File: config.mk
export PLATFORM = sky130hd
export DESIGN_NAME = decoder_stage_controller_flat
export DESIGN_NICKNAME = d
export VERILOG_FILES = /design/src/rtl/decoder_stage_controller_pkg.sv /design/src/rtl/decoder_stage_controller_if.sv /design/src/rtl/decoder_stage_controller.sv /design/src/flat_wrapper.sv
export SDC_FILE = /design/constraint.sdc
export NUM_CORES = 1
export LEC_CHECK = 0
export CAP_MARGIN = 20
export CORE_MARGIN = 10
export CORE_UTILIZATION = 40
export CTS_CLUSTER_DIAMETER = 50
export CTS_CLUSTER_SIZE = 14
export DETAILED_ROUTE_END_ITERATION = 16
export PLACE_DENSITY = 0.72
export SYNTH_ARGS = -nofsm -noshare
export SYNTH_HDL_FRONTEND = slang
export SYNTH_SLANG_ARGS = --single-unit
File: constraint.sdc
create_clock -name clk -period 3.1 [get_ports clk]
set_input_delay 0.62 -clock clk [delete_from_list [all_inputs] [get_ports clk]]
set_output_delay 0.62 -clock clk [all_outputs]
set_load 0.05 [all_outputs]
File: src/rtl/decoder_stage_controller_pkg.sv
// Shared stage encodings and width helpers for the decoder stage controller and the PEs.
package decoder_stage_controller_pkg;

  localparam int STAGE_WIDTH = 3;

  // Encodings of the global_stage bus seen by every processing unit.
  typedef enum logic [STAGE_WIDTH-1:0] {
    STAGE_IDLE                = 3'd0,
    STAGE_MEASUREMENT_LOADING = 3'd1,
    STAGE_GROW                = 3'd2,
    STAGE_MERGE               = 3'd3,
    STAGE_PEELING             = 3'd4,
    STAGE_WRITE_TO_MEM        = 3'd5,
    STAGE_RESET_ROOTS         = 3'd6
  } stage_e;

  // context_id is at least one bit wide even with a single context.
  function automatic int ctx_width(input int num_contexts);
    return (num_contexts > 1) ? $clog2(num_contexts) : 1;
  endfunction

  // growth_count must be able to hold MAX_GROWTH itself.
  function automatic int growth_width(input int max_growth);
    return $clog2(max_growth + 1);
  endfunction

  // One dwell counter serves both MERGE and PEELING.
  function automatic int dwell_width(input int merge_min, input int peel_cycles);
    return $clog2(((merge_min > peel_cycles) ? merge_min : peel_cycles) + 1);
  endfunction

endpackage

File: src/rtl/decoder_stage_controller_if.sv
// Handshake and stage bus between the round controller (master) and the PE array top (slave).
interface decoder_stage_controller_if
  import decoder_stage_controller_pkg::*;
#(
  parameter int NUM_CONTEXTS = 2,
  parameter int MAX_GROWTH   = 16
) ();

  localparam int CTX_W    = ctx_width(NUM_CONTEXTS);
  localparam int GROWTH_W = growth_width(MAX_GROWTH);

  logic                   start_valid;
  logic                   start_ready;
  logic                   any_busy;
  logic                   any_odd;
  logic [STAGE_WIDTH-1:0] global_stage;
  logic [CTX_W-1:0]       context_id;
  logic [GROWTH_W-1:0]    growth_count;
  logic                   done;
  logic                   overflow;

  modport master (
    input  start_valid, any_busy, any_odd,
    output start_ready, global_stage, context_id, growth_count, done, overflow
  );

  modport slave (
    output start_valid, any_busy, any_odd,
    input  start_ready, global_stage, context_id, growth_count, done, overflow
  );

endinterface

File: src/rtl/decoder_stage_controller.sv
// Global round sequencer: LOAD -> (GROW -> MERGE)* -> PEEL -> WRITE_TO_MEM -> IDLE.
// global_stage is the state register itself, so every PE sees a glitch-free registered stage.
module decoder_stage_controller
  import decoder_stage_controller_pkg::*;
#(
  parameter int NUM_CONTEXTS     = 2,
  parameter int MAX_GROWTH       = 16,
  parameter int MERGE_MIN_CYCLES = 3,
  parameter int PEEL_CYCLES      = 2
) (
  input  logic                           clk,
  input  logic                           reset,
  decoder_stage_controller_if.master     io_bus
);

  localparam int CTX_W    = ctx_width(NUM_CONTEXTS);
  localparam int GROWTH_W = growth_width(MAX_GROWTH);
  localparam int DWELL_W  = dwell_width(MERGE_MIN_CYCLES, PEEL_CYCLES);

  localparam logic [CTX_W-1:0]    CTX_LAST   = CTX_W'(NUM_CONTEXTS - 1);
  localparam logic [GROWTH_W-1:0] GROWTH_MAX = GROWTH_W'(MAX_GROWTH);
  localparam logic [DWELL_W-1:0]  MERGE_LAST = DWELL_W'(MERGE_MIN_CYCLES - 1);
  localparam logic [DWELL_W-1:0]  PEEL_LAST  = DWELL_W'(PEEL_CYCLES - 1);
  localparam logic [DWELL_W-1:0]  DWELL_MAX  = '1;

  stage_e                r_state;
  stage_e                w_state_next;
  logic [DWELL_W-1:0]    r_dwell;
  logic [GROWTH_W-1:0]   r_growth;
  logic [CTX_W-1:0]      r_context;
  logic                  r_done;
  logic                  r_overflow;

  logic                  w_start_ready;
  logic                  w_accept;
  logic                  w_merge_exit;
  logic                  w_regrow;
  logic                  w_overflow_hit;
  logic                  w_peel_exit;
  logic                  w_round_end;

  // State register; reset mid-round drops straight back to IDLE.
  always_ff @(posedge clk) begin
    if (reset) begin
      r_state <= STAGE_IDLE;
    end else begin
      r_state <= w_state_next;
    end
  end

  // Next-state selection.
  always_comb begin
    w_state_next = r_state;
    unique case (r_state)
      STAGE_IDLE:                if (w_accept) w_state_next = STAGE_MEASUREMENT_LOADING;
      STAGE_MEASUREMENT_LOADING: w_state_next = STAGE_GROW;
      // Single-cycle GROW: the PEs detect GROW entry by edge.
      STAGE_GROW:                w_state_next = STAGE_MERGE;
      STAGE_MERGE: begin
        if (w_merge_exit) begin
          w_state_next = w_regrow ? STAGE_GROW : STAGE_PEELING;
        end
      end
      STAGE_PEELING: begin
        if (w_peel_exit) begin
          w_state_next = (NUM_CONTEXTS > 1) ? STAGE_WRITE_TO_MEM : STAGE_IDLE;
        end
      end
      STAGE_WRITE_TO_MEM:        w_state_next = STAGE_IDLE;
      default:                   w_state_next = STAGE_IDLE;
    endcase
  end

  // Decoded control strobes derived from the current state and the PE flags.
  always_comb begin
    w_start_ready  = (r_state == STAGE_IDLE);
    w_accept       = w_start_ready && io_bus.start_valid;
    // MERGE holds for the minimum dwell (PE stage lag + registered busy), then until the array is quiet.
    w_merge_exit   = (r_state == STAGE_MERGE) && (r_dwell >= MERGE_LAST) && !io_bus.any_busy;
    w_regrow       = io_bus.any_odd && (r_growth < GROWTH_MAX);
    w_overflow_hit = w_merge_exit && io_bus.any_odd && (r_growth >= GROWTH_MAX);
    w_peel_exit    = (r_state == STAGE_PEELING) && (r_dwell >= PEEL_LAST);
    w_round_end    = (r_state == STAGE_WRITE_TO_MEM) ||
                     (w_peel_exit && (NUM_CONTEXTS <= 1));
  end

  // Dwell, growth, context and status registers.
  always_ff @(posedge clk) begin
    if (reset) begin
      r_dwell    <= '0;
      r_growth   <= '0;
      r_context  <= '0;
      r_done     <= 1'b0;
      r_overflow <= 1'b0;
    end else begin
      // done is high on exactly the first IDLE cycle after a completed round.
      r_done <= w_round_end;

      // Dwell restarts on every state change and saturates during a long busy MERGE.
      if (w_state_next != r_state) begin
        r_dwell <= '0;
      end else if (r_dwell != DWELL_MAX) begin
        r_dwell <= r_dwell + 1'b1;
      end

      if (w_accept) begin
        r_growth   <= '0;
        r_overflow <= 1'b0;
      end else begin
        if ((r_state == STAGE_GROW) && (r_growth != GROWTH_MAX)) begin
          r_growth <= r_growth + 1'b1;
        end
        if (w_overflow_hit) begin
          r_overflow <= 1'b1;
        end
      end

      if (r_state == STAGE_WRITE_TO_MEM) begin
        r_context <= (r_context == CTX_LAST) ? '0 : r_context + 1'b1;
      end
    end
  end

  assign io_bus.start_ready  = w_start_ready;
  assign io_bus.global_stage = r_state;
  assign io_bus.context_id   = r_context;
  assign io_bus.growth_count = r_growth;
  assign io_bus.done         = r_done;
  assign io_bus.overflow     = r_overflow;

endmodule

File: src/flat_wrapper.sv
// flat-port wrapper written by rule: the top's interface ports become plain ports
module decoder_stage_controller_flat import decoder_stage_controller_pkg::*;
#(
  parameter int NUM_CONTEXTS     = 2,
  parameter int MAX_GROWTH       = 16,
  parameter int MERGE_MIN_CYCLES = 3,
  parameter int PEEL_CYCLES      = 2
)
  (clk, reset, io_bus_start_valid, io_bus_any_busy, io_bus_any_odd, io_bus_start_ready, io_bus_global_stage, io_bus_context_id, io_bus_growth_count, io_bus_done, io_bus_overflow);
  decoder_stage_controller_if #(.NUM_CONTEXTS(NUM_CONTEXTS), .MAX_GROWTH(MAX_GROWTH)) io_bus_i ();
  input  logic clk;
  input  logic reset;
  input wire logic [$bits(io_bus_i.start_valid)-1:0] io_bus_start_valid;
  input wire logic [$bits(io_bus_i.any_busy)-1:0] io_bus_any_busy;
  input wire logic [$bits(io_bus_i.any_odd)-1:0] io_bus_any_odd;
  output wire logic [$bits(io_bus_i.start_ready)-1:0] io_bus_start_ready;
  output wire logic [$bits(io_bus_i.global_stage)-1:0] io_bus_global_stage;
  output wire logic [$bits(io_bus_i.context_id)-1:0] io_bus_context_id;
  output wire logic [$bits(io_bus_i.growth_count)-1:0] io_bus_growth_count;
  output wire logic [$bits(io_bus_i.done)-1:0] io_bus_done;
  output wire logic [$bits(io_bus_i.overflow)-1:0] io_bus_overflow;
  assign io_bus_i.start_valid = io_bus_start_valid;
  assign io_bus_i.any_busy = io_bus_any_busy;
  assign io_bus_i.any_odd = io_bus_any_odd;
  assign io_bus_start_ready = io_bus_i.start_ready;
  assign io_bus_global_stage = io_bus_i.global_stage;
  assign io_bus_context_id = io_bus_i.context_id;
  assign io_bus_growth_count = io_bus_i.growth_count;
  assign io_bus_done = io_bus_i.done;
  assign io_bus_overflow = io_bus_i.overflow;
  decoder_stage_controller #(.NUM_CONTEXTS(NUM_CONTEXTS), .MAX_GROWTH(MAX_GROWTH), .MERGE_MIN_CYCLES(MERGE_MIN_CYCLES), .PEEL_CYCLES(PEEL_CYCLES)) u_core (.clk(clk), .reset(reset), .io_bus(io_bus_i));
endmodule
# --- Word-level counts from Yosys, hierarchy flattened ---
# Index checks and enable logic that the tools add are counted.
op_classes:
  shifts: 0
  n_reduce_logical: 12
  add_sub_neg: 3
  bitwise_logic: 0
  multipliers: 0
  n_eq_ne: 8
  div_mod_pow: 0
  magnitude_cmp: 4
  mux: 6
ops:
  columns: ["operator", "n"]
  rows:
  - ["$pmux 3 s5", 1]
  - ["$mux 3", 4]
  - ["$logic_and 1x1->1", 8]
  - ["$eq 3x2->1 const B", 2]
  - ["$eq 3x3->1 const B", 2]
  - ["$add 5x1->5 const B", 1]
  - ["$ge 5x5->1 const B", 1]
  - ["$lt 5x5->1 const B", 1]
  - ["$ne 5x5->1 const B", 1]
  - ["$reduce_or 2->1", 2]
  - ["$eq 3x1->1 const B", 1]
  - ["$logic_not 3->1", 1]
  - ["$ne 3x3->1", 1]
  - ["$add 2x1->2 const B", 1]
  - ["$ge 2x1->1 const B", 1]
  - ["$ge 2x2->1 const B", 1]
  - ["$ne 2x2->1 const B", 1]
  - ["$add 1x1->1 const B", 1]
  - ["$logic_not 1->1", 1]
  - ["$mux 1", 1]
word_totals:
  latch_bits: 0
  memories: 0
  romBits: 0
  in_bits: 5
  register_bits: 13
  ram_bits: 0

# --- Longest topological paths before layout ---
# Gate-level depths: netlist of the first run.
depth:
  depth_word: 7
  depth_mapped: 5
  depth_no_buf: 5

# --- Worst setup path after synthesis of the first run ---
# No wires, ideal clock.
synth_path:
  path_kind: "register to output"
  start: "reg u_core.r_state[1] (netlist: u_core.io_bus.global_stage[1])"
  end: "out io_bus_start_ready"
  slack_ps: 629
  path_stages_with_launch: 3
  arrival_time_ps: 1851
  required_time_ps: 2480
  cell_sequence: "dfxtp_1 clkbuf_1 nor3_1"
synth_via:
  elab_chain_cells: 1
synth_lines:
  columns: ["element", "line_no", "text"]
  rows:
  - ["start, declared", "decoder_stage_controller.sv:26", "stage_e r_state;"]
  - ["start signal, assigned", "decoder_stage_controller.sv:47", "r_state <= w_state_next;"]
  - ["$logic_not 3->1", "decoder_stage_controller.sv:76", "w_start_ready = (r_state == STAGE_IDLE);"]
  - ["end, declared", "flat_wrapper.sv:16", "output wire logic [$bits(io_bus_i.start_ready)-1:0] io_bus_start_ready;"]
# No other way between the ends.

# --- Worst setup path in the final report of the first run ---
layout_path:
  start: "reg u_core.r_state[0] (netlist: u_core.io_bus.global_stage[0])"
  end: "out io_bus_start_ready"
# The elaborated chain is that of the path after synthesis.

==> impl_metrics.py, run 1 <==
metrics = {
    "clock_network": {
        "cts_setup_buffers": 0,
        "h-tree-depth": 1,
        "clk_path_buf_depth": 2,
        "cts_root_buf": "clkbuf_4",
        "tritoncts": "yes",
        "clkTransAtPathRegs_ns": 0.08,
        "cts_resized": 0,
        "numCtsBuffers": 3,
        "hold_buffers": 0,
        "worstSkewPairLatency_ns": 0.28,
        "clkSinkCount": 13,
    },
    "setup_path": {
        "timing.rr.start": "u_core.io_bus.global_stage[1]$_SDFF_PP0_",
        "slowest_stage": "clkdlybuf4s50_1",
        "critPathTopFamily": "buffers and inverters",
        "worstSetupStartpoint": "u_core.io_bus.global_stage[0]$_SDFF_PP0_",
        "crit_end": "io_bus_start_ready",
        "worstPathCellList": "nor3_1, clkdlybuf4s50_1",
        "path_depth": 2,
        "r2r_end": "u_core.io_bus.growth_count[4]$_SDFFE_PP0P_",
        "crit_path_start_kind": "flop",
        "cp-end-kind": "output pin",
        "required_ns": 2.48,
        "cp_num_buf_inv": 1,
        "crit_fanout": 14,
        "r2r_cells": 3,
        "worst-setup-path-type": "flop to output pin",
        "slowest_delay_ns": 0.85,
        "cp.arrival_ns": 1.84,
        "regToRegSetupSlack_ns": 1.39,
    },
    "sta": {
        "period_needed_ns": 2.456,
        "rsz0062_at_grt": "false",
        "skew_ns": 0.006127,
        "slew_viol_final": 0,
        "timing.fmax_ghz": 0.4072,
        "relSlewSlack_pct": 66.37,
        "finalCritPeriodShare_pct": 79.22,
        "setup_violations": 0,
        "hold_viol": 0,
        "tightestPinTransition_ns": 0.5029,
        "setup_tns_ns": 0,
        "fin_hold_ws_ns": 0.5017,
    },
    "die": {
        "io_pins": 17,
        "dieArea_mm2": 0.003840,
        "coreArea_mm2": 0.001689,
        "start_util_pct": 41.70,
        "die_y_um": 61.97,
        "fp-row-count": 15,
        "die_w_um": 61.97,
    },
    "status": {
        "status": "completed",
    },
    "routing": {
        "drt-total-wl_mm": 1.585,
        "ant_nets": 0,
        "num_vias": 634,
        "drtIter0Drc": 7,
        "remaining_drc_errors": 0,
        "via_per_inst": 5.561,
        "routedWlPerCell_um": 13.90,
        "first_pass_iters": 4,
    },
    "global_routing": {
        "grt_antenna_before_repair": 0,
        "gr-usage-all-layers_pct": 9.482,
        "grt_pass1_vias": 604,
        "grt_overflow": 0,
        "grt_max_degree": 15,
        "grt_pass1_wl_mm": 2.580,
    },
    "worst_hold_path": {
        "min_from": "u_core.io_bus.overflow$_SDFFE_PP0P_",
        "min_path_type": "flop to flop",
    },
    "synth": {
        "synth-async-reset-ratio_pct": 0,
        "syn_inst": 81,
        "syn_avg_cell_area_um2": 8.697,
        "synth_seq_area_share_pct": 36.94,
        "post-synth-top-count-cell": "dfxtp_1",
        "syn_area_um2": 704.4,
        "synth_flop_cell": "dfxtp_1",
        "ys_seq_elements": 13,
        "netlist.area_leader.share_pct": 36.94,
        "ys_warn_count": 0,
        "synthTopCellsByArea": "dfxtp_1 (37%), ha_1 (8.9%), a21oi_1 (5.0%), o21ai_0 (4.3%), nor4bb_1 (2.8%)",
        "synth_top_area_cell": "dfxtp_1",
        "synth_edf_count": 0,
        "yosysUniqueCellTypes": 33,
        "syn_nets": 91,
        "netlist_top_cells_count": "dfxtp_1 (13), a21oi_1 (7), o21ai_0 (6)",
    },
    "finish": {
        "area_growth_pct": 27.18,
        "final_area_um2": 895.9,
        "nets": 108,
        "diodes": 0,
        "layout-drive-gt1-share_pct": 5.155,
    },
    "power": {
        "leakage_nw": 0.3215,
        "powerDensity_mw_per_mm2": 408.2,
        "total_power_uw": 365.7,
        "vdd_drop_max_uv": 229.2,
    },
    "run": {
        "max-cap-violations": 0,
    },
    "placed_design": {
        "post_dp_cell_area_um2": 869.6,
        "place.gp.congestion": 0.7669,
        "place.port_buffers": 16,
        "dp_hpwl_mm": 1.185,
    },
}
-- state kept, by name (all words and copies together) (netlist names) --
| signal | flops |
|---|---|
| u_core.io_bus.growth_count | 5 |
| u_core.io_bus.global_stage | 3 |
| u_core.r_dwell | 2 |
| u_core.io_bus.context_id | 1 |
| u_core.io_bus.done | 1 |
| u_core.io_bus.overflow | 1 |
-- cells by family after synthesis --
logic type               Yosys count  share of synthesized area, %
AO/OA/AOI/OAI                     20                         17.05
buffers and inverters              9                         4.973
adder cells (fa/ha/maj)            5                         8.881
multiplexers                       1                         1.421
AND/OR/NAND/NOR                   31                         28.24
XOR/XNOR                           2                         2.487
flip-flops                        13                         36.94
-- worst min-delay path by stage --
stage | cells past startpoint | endpoint
after floorplan | 2 | u_core.r_dwell[0]$_SDFFE_PP0P_
after global placement | 2 | u_core.io_bus.overflow$_SDFFE_PP0P_
after detailed placement | 2 | u_core.io_bus.overflow$_SDFFE_PP0P_
after CTS | 2 | u_core.io_bus.overflow$_SDFFE_PP0P_
after global routing | 2 | u_core.io_bus.overflow$_SDFFE_PP0P_
final | 2 | u_core.io_bus.overflow$_SDFFE_PP0P_
-- worst reg2reg max path, cell delays in order, from the launching register on --
cell,delay [ns]
dfxtp_1,0.50
or3b_1,0.49
or4_1,0.49
a21oi_1,0.15
-- area by class of cell --
class | instances | area (um2)
clock buffer | 4 | 26.28
timing repair buffer | 16 | 160.2
inverter | 5 | 18.77
fill | 186 | 793.3
multi-input combinational | 59 | 409.1
tap | 17 | 21.27
sequential | 13 | 260.3
-- metal layers --
layer	vias to the layer above	global-route usage [%]	wire (um)
met1	291	8.943	656
met2	14	15.35	730
met4	0	6.688	48
met3	4	5.285	150
met5	-	0	0
li1	325	-	-
-- cells in the final DEF (no fill, tap or decap), types with 3 or more instances in the layout --
master,instances
inv_1,5
o21ai_0,6
dfxtp_1,13
clkbuf_4,3
nor2_1,5
a21oi_1,7
ha_1,5
nand3_1,3
clkdlybuf4s50_1,16
nand2_1,3
-- through the flow --
step	cells	util (%)	setup WS, ns
global route	114	53.04	0.5757
CTS	114	53.04	0.6320
floorplan	81	-	0.6288
detailed placement	110	51.48	0.9426
global placement	110	51.48	0.9710
finish	114	53.04	0.6443
-- power by group --
part           switching, mW  leakage, nW  total (mW)  internal, mW
clock network         0.0568       0.0150       0.107        0.0499
logic                 0.0447        0.201      0.0745        0.0298
registers             0.0116        0.106       0.184         0.173
Note: power is estimated with default switching activity, not from simulation.
==> run 2, diff against run 1 <==
Settings changed: PLACE_DENSITY 0.72 to 0.74.
Clock period 3.1 ns to 2.1 ns, I/O delays scaled along.
==> run 2 against run 1 <==
  * Wire length shrank 0.63%
  * Sequential share of layout area shrank 0.56 points
  * Via count grew 1.1%
  * Clock skew shrank 0.0015 ns
  * Flip-flop and latch count is the same
  * Clock power grew 45%
  * Worst hold slack lost 0.018 ns
  * Setup slack lost 0.50 ns
  * Core utilization grew 1.0 points
  * Final area grew 2.0%
  * Count of clock-buffer cells in the layout is the same
  * Critical endpoint is now io_bus_growth_count[2]
==> impl_metrics.py, run 2 (synthesis gave the netlist of run 1 again) <==
metrics = {
    "routing": {
        "ant_nets": 0,
        "num_vias": 641,
        "remaining_drc_errors": 0,
        "first_pass_iters": 4,
        "routedWlPerCell_um": 13.46,
        "drtIter0Drc": 9,
        "drt-total-wl_mm": 1.575,
        "via_per_inst": 5.479,
    },
    "clock_network": {
        "cts_root_buf": "clkbuf_4",
        "clkSinkCount": 13,
        "worstSkewPairLatency_ns": 0.27,
        "numCtsBuffers": 3,
        "tritoncts": "yes",
        "clk_path_buf_depth": 2,
        "h-tree-depth": 1,
        "cts_setup_buffers": 0,
        "cts_resized": 0,
        "clkTransAtPathRegs_ns": 0.08,
        "hold_buffers": 0,
    },
    "die": {
        "start_util_pct": 41.70,
        "die_w_um": 61.97,
        "coreArea_mm2": 0.001689,
        "fp-row-count": 15,
        "die_y_um": 61.97,
        "dieArea_mm2": 0.003840,
        "io_pins": 17,
    },
    "global_routing": {
        "met2_usage_pct": 14.47,
        "grt_overflow": 0,
        "gr-usage-all-layers_pct": 8.944,
        "gr-usage-met3_pct": 4.472,
        "grt_max_degree": 14,
        "grt_pass1_vias": 642,
        "grt_pass1_wl_mm": 2.622,
        "gr-usage-met1_pct": 9.640,
        "grt_antenna_before_repair": 0,
        "top_usage_layer": "met2",
    },
    "finish": {
        "area_growth_pct": 29.66,
        "layout-drive-gt1-share_pct": 13.00,
        "largest_reg_flops": 5,
        "final_cell_mix": "dfxtp_1 (13), clkdlybuf4s50_1 (12), a21oi_1 (7), buf_4 (7), o21ai_0 (6)",
        "multiInputGateArea_um2": 414.1,
        "nets": 111,
        "seqCellArea_um2": 260.3,
        "diodes": 0,
        "layout_commonest_cell": "dfxtp_1",
        "fillers": 154,
    },
    "sta": {
        "setup_violations": 0,
        "relSlewSlack_pct": 66.07,
        "skew_ns": 0.004643,
        "slew_viol_final": 0,
        "fin_hold_ws_ns": 0.4835,
        "setup_tns_ns": 0,
        "timing.fmax_ghz": 0.5125,
        "hold_viol": 0,
        "finalCritPeriodShare_pct": 92.92,
        "period_needed_ns": 1.951,
        "rsz0062_at_grt": "false",
        "tightestPinTransition_ns": 0.5074,
    },
    "power": {
        "switching_share_pct": 30.96,
        "p_comb_share_pct": 23.4,
        "vdd_drop_max_uv": 303.7,
        "power_switching_uw": 168.8,
        "leakage_nw": 0.3439,
        "powerDensity_mw_per_mm2": 597.0,
        "p_int_uw": 376.5,
        "total_power_uw": 545.2,
        "seqPwrFrac_pct": 48.1,
        "pwr-share-clk_pct": 28.5,
    },
    "placed_design": {
        "place.gp.congestion": 0.7657,
        "place.port_buffers": 16,
        "dp_hpwl_mm": 1.176,
    },
    "setup_path": {
        "critPathTopFamily": "buffers and inverters",
        "cp-end-kind": "output pin",
        "crit_fanout": 7,
        "worstPathCellList": "clkdlybuf4s50_1",
        "slowest_stage": "clkdlybuf4s50_1",
        "cp_num_buf_inv": 1,
        "worst-setup-path-type": "flop to output pin",
        "required_ns": 1.68,
        "crit_path_start_kind": "flop",
        "cp.arrival_ns": 1.53,
        "slowest_delay_ns": 0.84,
    },
    "status": {
        "status": "completed",
    },
    "worst_hold_path": {
        "min_path_type": "flop to flop",
    },
    "run": {
        "max-cap-violations": 0,
    },
}
[run 2: changes by cell type in the layout (fill, tap and decap cells not counted), sizes merged]
cell,before,now
clkdlybuf4s50,16,12
buf,0,7
[run 2: routing by layer]
metal,up-vias,share of wire (%)
li1,331,-
met1,293,46
met2,15,43
met3,2,10
met4,0,0.51
met5,-,0
[run 2: path summary, 6_finish.rpt]
path / depth (start not counted) / slack [ns] / endpoint / startpoint
worst max-delay path: 1 / 0.15 / io_bus_growth_count[2] / u_core.io_bus.growth_count[2]$_SDFFE_PP0P_
worst min-delay path: 2 / 0.48 / u_core.io_bus.overflow$_SDFFE_PP0P_ / u_core.io_bus.overflow$_SDFFE_PP0P_
worst max register to register: 3 / 0.59 / u_core.io_bus.growth_count[4]$_SDFFE_PP0P_ / u_core.io_bus.global_stage[0]$_SDFF_PP0_
worst min register to register: 2 / 0.48 / u_core.io_bus.overflow$_SDFFE_PP0P_ / u_core.io_bus.overflow$_SDFFE_PP0P_
[run 2: area by class of cell]
class | instances | share of cell area, %
sequential | 13 | 28.49
multi-input combinational | 59 | 45.34
timing repair buffer | 19 | 18.90
clock buffer | 4 | 2.877
inverter | 5 | 2.055
tap | 17 | 2.329
[run 2: power groups by stage]
| stage | clock network (mW) | logic [mW] | registers, mW |
|---|---|---|---|
| 3_5_place_dp | 0 | 0.128 | 0.268 |
| 2_1_floorplan | 0 | 0.0642 | 0.289 |
| 4_1_cts | 0.163 | 0.128 | 0.262 |
| 5_1_grt | 0.171 | 0.140 | 0.263 |
| 3_3_place_gp | 0 | 0.126 | 0.267 |
| 6_report | 0.155 | 0.128 | 0.262 |
[run 2: per-stage QoR]
| step | worst slack [ns] | std cells | cell area (um2) | utilization [%] |
|---|---|---|---|---|
| final | 0.1487 | 117 | 913.4 | 54.07 |
| after global routing | 0.06747 | 117 | 913.4 | 54.07 |
| after CTS | 0.1343 | 117 | 913.4 | 54.07 |
| after detailed placement | 0.4522 | 113 | 887.1 | 52.52 |
| after global placement | 0.4580 | 113 | 887.1 | 52.52 |
| after floorplan | 0.2063 | 81 | 709.4 | - |
==> run 3, diff against run 2 <==
Settings changed: CAP_MARGIN 20 to 25.
==> results of run 3 <==
The final DEF is identical to that of run 2; final timing and power are the same.
